--- config.mk ---
export PLATFORM = sky130hd
export DESIGN_NAME = config_loader
export DESIGN_NICKNAME = d
export VERILOG_FILES = /design/src/rtl/config_loader.sv
export SDC_FILE = /design/constraint.sdc
export NUM_CORES = 1
export LEC_CHECK = 0
export BUFFER_PORTS_ARGS = -buffer_cell sky130_fd_sc_hd__buf_2
export CORE_MARGIN = 3
export CORE_UTILIZATION = 50
export DETAILED_ROUTE_END_ITERATION = 6
export PLACE_DENSITY_LB_ADDON = 0.3
export SYNTH_ARGS = -nofsm -noshare
export SYNTH_HDL_FRONTEND = slang
export SYNTH_SLANG_ARGS = --single-unit
--- constraint.sdc ---
create_clock -name clk -period 3.03 [get_ports clk]
set_clock_uncertainty 0.15 [all_clocks]
set_input_delay 0.303 -clock clk [delete_from_list [all_inputs] [get_ports clk]]
set_output_delay 0.303 -clock clk [all_outputs]
set_load 0.1 [all_outputs]
--- src/rtl/config_loader.sv ---
// config_loader: power-on configuration fetcher.
// Holds the system in reset and takes over the SRAM bus while it reads
// NUM_BYTES consecutive configuration bytes starting at BASE_ADDR. It then
// releases the bus and the reset. A reload request in RUN re-runs the fetch
// under reset, without the settle period.
module config_loader #(
  parameter int                      ADDR_W        = 21,
  parameter logic [ADDR_W-1:0]       BASE_ADDR     = 21'h008FD5,
  parameter int                      NUM_BYTES     = 4,
  parameter int                      SETTLE_CYCLES = 15,
  parameter int                      WAIT_CYCLES   = 2,
  parameter int                      RESET_HOLD    = 16,
  parameter logic [NUM_BYTES*8-1:0]  DEFAULT_CFG   = {NUM_BYTES*8{1'b0}}
) (
  input  logic                     clk,
  input  logic                     rst,
  input  logic                     reload,
  input  logic [ADDR_W-1:0]        sram_addr_in,
  input  logic                     sram_we_n_in,
  output logic [ADDR_W-1:0]        sram_addr_out,
  output logic                     sram_we_n_out,
  input  logic [7:0]               din,
  output logic                     pwon_reset,
  output logic                     busy,
  output logic                     cfg_valid,
  output logic [NUM_BYTES*8-1:0]   cfg_out,
  output logic                     vga_on,
  output logic                     scanlines_on
);

  // One cycle counter serves all three timed phases, so size it for the longest.
  localparam int CYC_MAX_A = (SETTLE_CYCLES - 1 > WAIT_CYCLES) ? SETTLE_CYCLES - 1 : WAIT_CYCLES;
  localparam int CYC_MAX   = (CYC_MAX_A > RESET_HOLD - 1) ? CYC_MAX_A : RESET_HOLD - 1;
  localparam int CYC_W     = (CYC_MAX < 1) ? 1 : $clog2(CYC_MAX + 1);
  localparam int IDX_W     = (NUM_BYTES > 1) ? $clog2(NUM_BYTES) : 1;

  localparam logic [CYC_W-1:0] SETTLE_LAST = CYC_W'(SETTLE_CYCLES - 1);
  localparam logic [CYC_W-1:0] WINDOW_LAST = CYC_W'(WAIT_CYCLES);
  localparam logic [CYC_W-1:0] HOLD_LAST   = CYC_W'(RESET_HOLD - 1);
  localparam logic [IDX_W-1:0] IDX_LAST    = IDX_W'(NUM_BYTES - 1);

  typedef enum logic [1:0] {
    ST_SETTLE = 2'd0,
    ST_FETCH  = 2'd1,
    ST_HOLD   = 2'd2,
    ST_RUN    = 2'd3
  } state_t;

  state_t                    r_state;
  logic [CYC_W-1:0]          r_cyc;
  logic [IDX_W-1:0]          r_idx;
  logic [NUM_BYTES*8-1:0]    r_cfg;

  logic                      w_in_reset;
  logic [ADDR_W-1:0]         w_idx_ext;
  logic [ADDR_W-1:0]         w_fetch_addr;

  // Sequencer: settle, fetch each byte at the end of its window, hold, run.
  always_ff @(posedge clk or posedge rst) begin
    if (rst) begin
      r_state <= ST_SETTLE;
      r_cyc   <= '0;
      r_idx   <= '0;
      r_cfg   <= DEFAULT_CFG;
    end else begin
      case (r_state)
        ST_SETTLE: begin
          if (r_cyc == SETTLE_LAST) begin
            r_state <= ST_FETCH;
            r_cyc   <= '0;
            r_idx   <= '0;
          end else begin
            r_cyc <= r_cyc + 1'b1;
          end
        end
        ST_FETCH: begin
          if (r_cyc == WINDOW_LAST) begin
            // din is sampled only on the edge that closes the window.
            for (int i = 0; i < NUM_BYTES; i++) begin
              if (r_idx == IDX_W'(i)) begin
                r_cfg[i*8 +: 8] <= din;
              end
            end
            r_cyc <= '0;
            if (r_idx == IDX_LAST) begin
              r_state <= ST_HOLD;
            end else begin
              r_idx <= r_idx + 1'b1;
            end
          end else begin
            r_cyc <= r_cyc + 1'b1;
          end
        end
        ST_HOLD: begin
          if (r_cyc == HOLD_LAST) begin
            r_state <= ST_RUN;
            r_cyc   <= '0;
          end else begin
            r_cyc <= r_cyc + 1'b1;
          end
        end
        ST_RUN: begin
          // Reload skips settling: the SRAM is already powered and stable.
          if (reload) begin
            r_state <= ST_FETCH;
            r_cyc   <= '0;
            r_idx   <= '0;
          end
        end
        default: begin
          r_state <= ST_SETTLE;
          r_cyc   <= '0;
          r_idx   <= '0;
        end
      endcase
    end
  end

  // Status decodes of the registered state.
  assign w_in_reset = (r_state != ST_RUN);
  assign pwon_reset = w_in_reset;
  assign busy       = w_in_reset;
  assign cfg_valid  = (r_state == ST_RUN);

  // Bus mux: own the SRAM (read-only) while the system is held in reset.
  // The fetch address wraps modulo 2^ADDR_W.
  assign w_idx_ext     = ADDR_W'(r_idx);
  assign w_fetch_addr  = BASE_ADDR + w_idx_ext;
  assign sram_addr_out = w_in_reset ? w_fetch_addr : sram_addr_in;
  assign sram_we_n_out = w_in_reset ? 1'b1 : sram_we_n_in;

  assign cfg_out      = r_cfg;
  assign vga_on       = r_cfg[0];
  assign scanlines_on = r_cfg[1];

endmodule

==> key figures, run 1 <==
Cells and area
  – Area delta synth->final: 27.2%
  – Fillcell total: 304
  – Register Area: 1000 um2
  – Multi-input combinational cell area: 951 um2
  – # diodes: 0
  – Cell area after layout: 2620 um2
  – Fin nets: 307
  – Layout cells sized above 1: 53.6%

Floorplan
  – Std-Cell Rows: 22
  – CORE AREA: 3830 um2
  – # IOs: 92
  – Chip Height: 70.2 um
  – Die ar.: 4930 um2
  – Initial Util: 53.8%
  – Die W: 70.2 um

Synthesis
  – Syn_nets: 216
  – Synth Flop Type: dfrtp_1
  – Syn Std Cell Area: 2060 um2
  – Unique masters post-synth: 36
  – Dominant cells by area after synthesis: dfrtp_1, mux2_2, ha_1
  – Top-count cell post-synth: dfrtp_1
  – Post-synth EDFFs: 0
  – Share of the synthesized area in the top cell type: 48.6%
  – Syn avg cell area: 12.0 um2
  – Post-synthesis sequential area ratio: 48.6%
  – Synthesized netlist cell count: 171
  – Synth warn: 0
  – Cell accounting for the most synthesized area: dfrtp_1
  – Post-synth ARST share: 100%
  – #FFs+latches synth: 40
  – Top cells by instance count after synthesis: dfrtp_1, mux2_2, nand2_1

Place
  – Final Wtd Congestion: 0.796
  – Placed cell area: 2510 um2
  – IO Port Bufs: 91
  – DP HPWL: 3440 um

Clock network
  – Root buffer cell: clkbuf_8
  – CTS tree: yes
  – Clk_lat worst skew: 0.29 ns
  – Clock slew at reported path FFs: 0.08 ns
  – Num Clock Sinks: 40
  – Clock buffer depth: 2
  – H-Tree Depth: 2
  – Cts bufs inserted: 5

Routing
  – Routed wire length: 4310 um
  – Routed vias: 1619
  – Routed length per instance: 13.8 um
  – 1st-iter DRT viols: 49
  – # DRC: 0
  – DR pass1 iterations: 4
  – Antenna Nets Post-Route: 0
  – Drt via density: 5.21

Global routing
  – Initial antenna violation count: 0
  – First-pass GRT wire length: 7230 um
  – Vias in the first global route: 1592
  – Largest net degree at the start of global routing: 35
  – Grt total ovfl: 0
  – GRT Util Overall: 18.4%

Worst hold path
  – Hold Path Class: in -> reg

Worst setup path
  – Kind of critical path: reg -> out
  – Startpoint types: register
  – Critical path arrival: 2.06 ns
  – Req. time, crit path: 2.58 ns
  – Critical Path Fanout Max: 27
  – CP endpoint kind: output port

STA
  – Tmin final: 2.51 ns
  – Final hold viol count: 0
  – Fmax achieved: 0.398 GHz
  – Final setup fails: 0
  – Fin. max-slew vios: 0
  – RSZ-0062 raised after global routing: no
  – Worst Max-Slew Pin Slew: 0.748 ns
  – Period utilization: 82.9%
  – Relative slew slack: 50.1%

Status
  – Status: complete, no violations

Flow run
  – Max-cap violations: 0
-- flip-flops by register name, summed over array words and instances, names as in the netlist --
name	cells
r_idx	2
r_state	2
cfg_out	32
r_cyc	4
-- placed cells by master (no fill, tap or decap), drive strengths merged, types with 2 or more instances in the layout --
master and n:
clkbuf 6, nand2 13, mux2i 2, o21ai 7, clkinvlp 2, dfrtp 40
buf 92, and2 9, inv 10, nand3 3, and3 2, ha 12
nor2 3, nand2b 9, mux2 34
-- worst max-delay path, stage by stage (launching register included) --
cell and delay [ns]:
dfrtp_1 0.40, ha_1 0.66, mux2_2 0.28, buf_2 0.42
-- layout make-up --
cell class / count / area share (%)
timing repair buffer: 93 / 18.1
sequential: 40 / 38.2
inverter: 10 / 1.43
clock buffer: 6 / 3.15
multi-input combinational: 112 / 36.3
tap: 48 / 2.29
clock inverter: 2 / 0.573
-- kinds of logic (layout without fill, tap and decap cells) --
logic type,Yosys count,after routing,share of synthesized area (%)
AND/OR/NAND/NOR,47,47,12.9
flip-flops,40,40,48.6
multiplexers,36,36,19.6
buffers and inverters,19,111,5.22
AO/OA/AOI/OAI,17,17,6.38
adder cells (fa/ha/maj),12,12,7.29
-- through the flow --
stage	hold slack, ns	util [%]	setup TNS, ns	worst slack, ns	cells
finish	0.130	68.5	0	0.517	311
global placement	0.0985	65.7	0	0.878	302
CTS	0.121	68.5	0	0.492	311
detailed placement	0.0932	65.7	0	0.823	302
floorplan	0.304	-	-0.228	-0.114	171
global route	0.129	68.5	0	0.300	311
-- metal layers --
layer	track usage, %	vias up	wire (um)
li1	-	768	-
met1	21.0	762	1670
met2	30.8	83	2040
met3	8.78	6	542
met4	5.11	0	50
met5	0	-	0
-- repair_timing --
action	in CTS	in global routing
hold endpoints to repair	6	0
buffers inserted	0	0
hold buffers	1	0
resized for setup	0	0
-- path summary, 6_finish.rpt --
kind                                              start                       to  slack, ns  depth (start not counted)
worst max-delay path             r_state[0]$_DFFE_PP0P_         sram_addr_out[1]       0.52                          3
worst min-delay path                             din[2]  cfg_out[26]$_DFFE_PP0P_       0.13                          2
worst max register to register   r_state[0]$_DFFE_PP0P_     r_idx[0]$_DFFE_PP0P_       0.84                          5
worst min register to register  cfg_out[11]$_DFFE_PP0P_  cfg_out[11]$_DFFE_PP0P_       0.35                          1
max in group asynchronous                           rst  cfg_out[20]$_DFFE_PP0P_       1.71                          4
min in group asynchronous                           rst   r_state[1]$_DFFE_PP0P_       0.33                          3
Power of run 1 is not shown: default switching activity piles up to over one toggle a cycle in this logic, so the estimate is an artifact.
==> inputs of run 2 (changes only) <==
- CORE_UTILIZATION: 50 -> 47
- clock period: 3.03 -> 2.4 ns (I/O delays scaled with it)
==> key figures, run 2 (synthesis gave the netlist of run 1 again) <==
Cells and area
  – Commonest non-fill, non-tap cell in the layout: buf_2
  – Fin util: 65.0% (-3.5 points)
  – Most frequent cells in the layout: buf_2, dfrtp_1, mux2_2, nand2_1, ha_1
  – Layout cells sized above 1: 58.0% (+4.4 points)
  – Fillcell total: 320 (+5.3%)
  – Max reg flops: 32 (unchanged)
  – Area delta synth->final: 29.9%
  – Fin nets: 307 (unchanged)
  – # diodes: 0 (unchanged)

Worst hold path
  – WHS Path Cells: 2 (unchanged)
  – Hold endpoint: cfg_out[23]$_DFFE_PP0P_
  – Hold Path Class: in -> reg
  – Hold wc startpoint: din[7]

STA
  – Worst Max-Slew Pin Slew: 0.499 ns (-0.249 ns)
  – Final setup margin: 0.173 ns (-0.344 ns)
  – Relative slew slack: 66.7% (+17 points)
  – Final setup TNS: 0 ns (unchanged)
  – Period utilization: 92.8%
  – Fin. max-slew vios: 0 (unchanged)
  – Final hold viol count: 0 (unchanged)
  – RSZ-0062 raised after global routing: no
  – Fmax achieved: 0.449 GHz
  – Final setup fails: 0 (unchanged)
  – Tmin final: 2.23 ns

Floorplan
  – Die W: 72.2 um (+2.9%)
  – # IOs: 92 (unchanged)
  – Die ar.: 5210 um2 (+5.8%)
  – Std-Cell Rows: 23 (+4.5%)
  – Initial Util: 50.0% (-3.8 points)
  – Chip Height: 72.2 um (+2.9%)
  – CORE AREA: 4120 um2 (+7.6%)

Clock network
  – CTS resizes: 0 (unchanged)
  – Root buffer cell: clkbuf_8
  – CTS tree: yes
  – Num Clock Sinks: 40 (unchanged)
  – Clock buffer depth: 2 (unchanged)
  – Clk_lat worst skew: 0.28 ns (about the same)
  – Clock slew at reported path FFs: 0.07 ns (about the same)
  – Cts bufs inserted: 5 (unchanged)
  – H-Tree Depth: 2 (unchanged)

Place
  – DP HPWL: 3380 um (-1.7%)
  – Post-Place Setup Slack: 0.257 ns (-0.566 ns)
  – Final Wtd Congestion: 0.801 (+0.55%)
  – IO Port Bufs: 91 (unchanged)

Worst setup path
  – Reg2reg start: r_cyc[0]$_DFFE_PP0P_
  – R2R depth: 6 (+1)
  – Req. time, crit path: 2.01 ns (-0.57 ns)
  – Critical path arrival: 1.84 ns (-0.22 ns)
  – Flop2flop setup slack: 0.22 ns (-0.62 ns)
  – Capturing point of the worst reg2reg path: r_idx[0]$_DFFE_PP0P_
  – Startpoint types: register
  – Critical Path Fanout Max: 27 (unchanged)
  – CP endpoint kind: output port
  – Kind of critical path: reg -> out

Global routing
  – GRT Util Overall: 16.8% (-1.6 points)
  – Vias in the first global route: 1433 (-10%)
  – Grt total ovfl: 0 (unchanged)
  – First-pass GRT wire length: 6840 um (-5.4%)
  – Largest net degree at the start of global routing: 41 (+17%)
  – Initial antenna violation count: 0 (unchanged)

Status
  – Status: complete, no violations

Routing
  – Drt via density: 5.05 (-3.0%)
  – Routed length per instance: 13.9 um (+0.17%)
  – DR pass1 iterations: 4 (unchanged)
  – # DRC: 0 (unchanged)
  – 1st-iter DRT viols: 50 (+2.0%)
  – Routed vias: 1575 (-2.7%)
  – Routed wire length: 4330 um (+0.49%)
  – Antenna Nets Post-Route: 0 (unchanged)

Flow run
  – Max-cap violations: 0 (unchanged)
==> run 2: cell types whose count changed in the layout (fill, tap and decap cells not counted) <==
cell / change
and2_2: +9
and2_1: -9
ha_2: +1
clkbuf_8: -1
bufinv_16: +2
o21ai_2: +2
ha_1: -1
clkinvlp_4: -2
o21ai_1: -2
==> run 2: final cells by class <==
class	count	area, um2	area share [%]
Clock buffer	5	68.8	2.57
Sequential cell	40	1000	37.4
Multi-Input combinational cell	112	972	36.3
Clock inverter	2	60.1	2.25
Tap cell	50	62.6	2.34
Timing Repair Buffer	93	473	17.7
Inverter	10	37.5	1.40
==> run 2: metal layers <==
| metal | up-vias | track usage [%] | wire (um) |
|---|---|---|---|
| li1 | 765 | - | - |
| met1 | 744 | 21.7 | 1830 |
| met4 | 0 | 4.38 | 31 |
| met5 | - | 0 | 0 |
| met3 | 4 | 4.29 | 380 |
| met2 | 62 | 28.1 | 2080 |
==> run 2: stage by stage <==
step           cells  hold slack (ns)  area (um2)
3_5_place_dp     304            0.238        2540
3_3_place_gp     304            0.235        2540
6_report         312           0.0721        2680
5_1_grt          312           0.0764        2680
2_1_floorplan    171            0.241        2080
4_1_cts          312           0.0668        2680
==> run 2: worst max-delay path by stage <==
stage / from / to / cells after the start / slack, ns
after floorplan: r_state[0]$_DFFE_PP0P_ / pwon_reset / 3 / 0.03
after global placement: r_cyc[0]$_DFFE_PP0P_ / r_idx[0]$_DFFE_PP0P_ / 6 / 0.30
after detailed placement: r_state[0]$_DFFE_PP0P_ / r_idx[0]$_DFFE_PP0P_ / 6 / 0.26
after CTS: r_state[0]$_DFFE_PP0P_ / sram_addr_out[3] / 3 / 0.14
after global routing: r_state[0]$_DFFE_PP0P_ / sram_addr_out[1] / 3 / 0.05
final: r_state[0]$_DFFE_PP0P_ / sram_addr_out[3] / 3 / 0.17
==> run 2: critical path, stage by stage, from the launching register on <==
cell and delay [ns]:
dfrtp_1 0.41, ha_2 0.47, mux2_2 0.38, buf_2 0.29
==> run 2: what timing repair did <==
item | 4_1_cts | 5_1_grt
setup buffers | 0 | 0
setup endpoints to repair | 0 | 0
endpoints found under the hold margin | 40 | 0
hold buffers | 1 | 0
Power of run 2 is left out for the same reason.
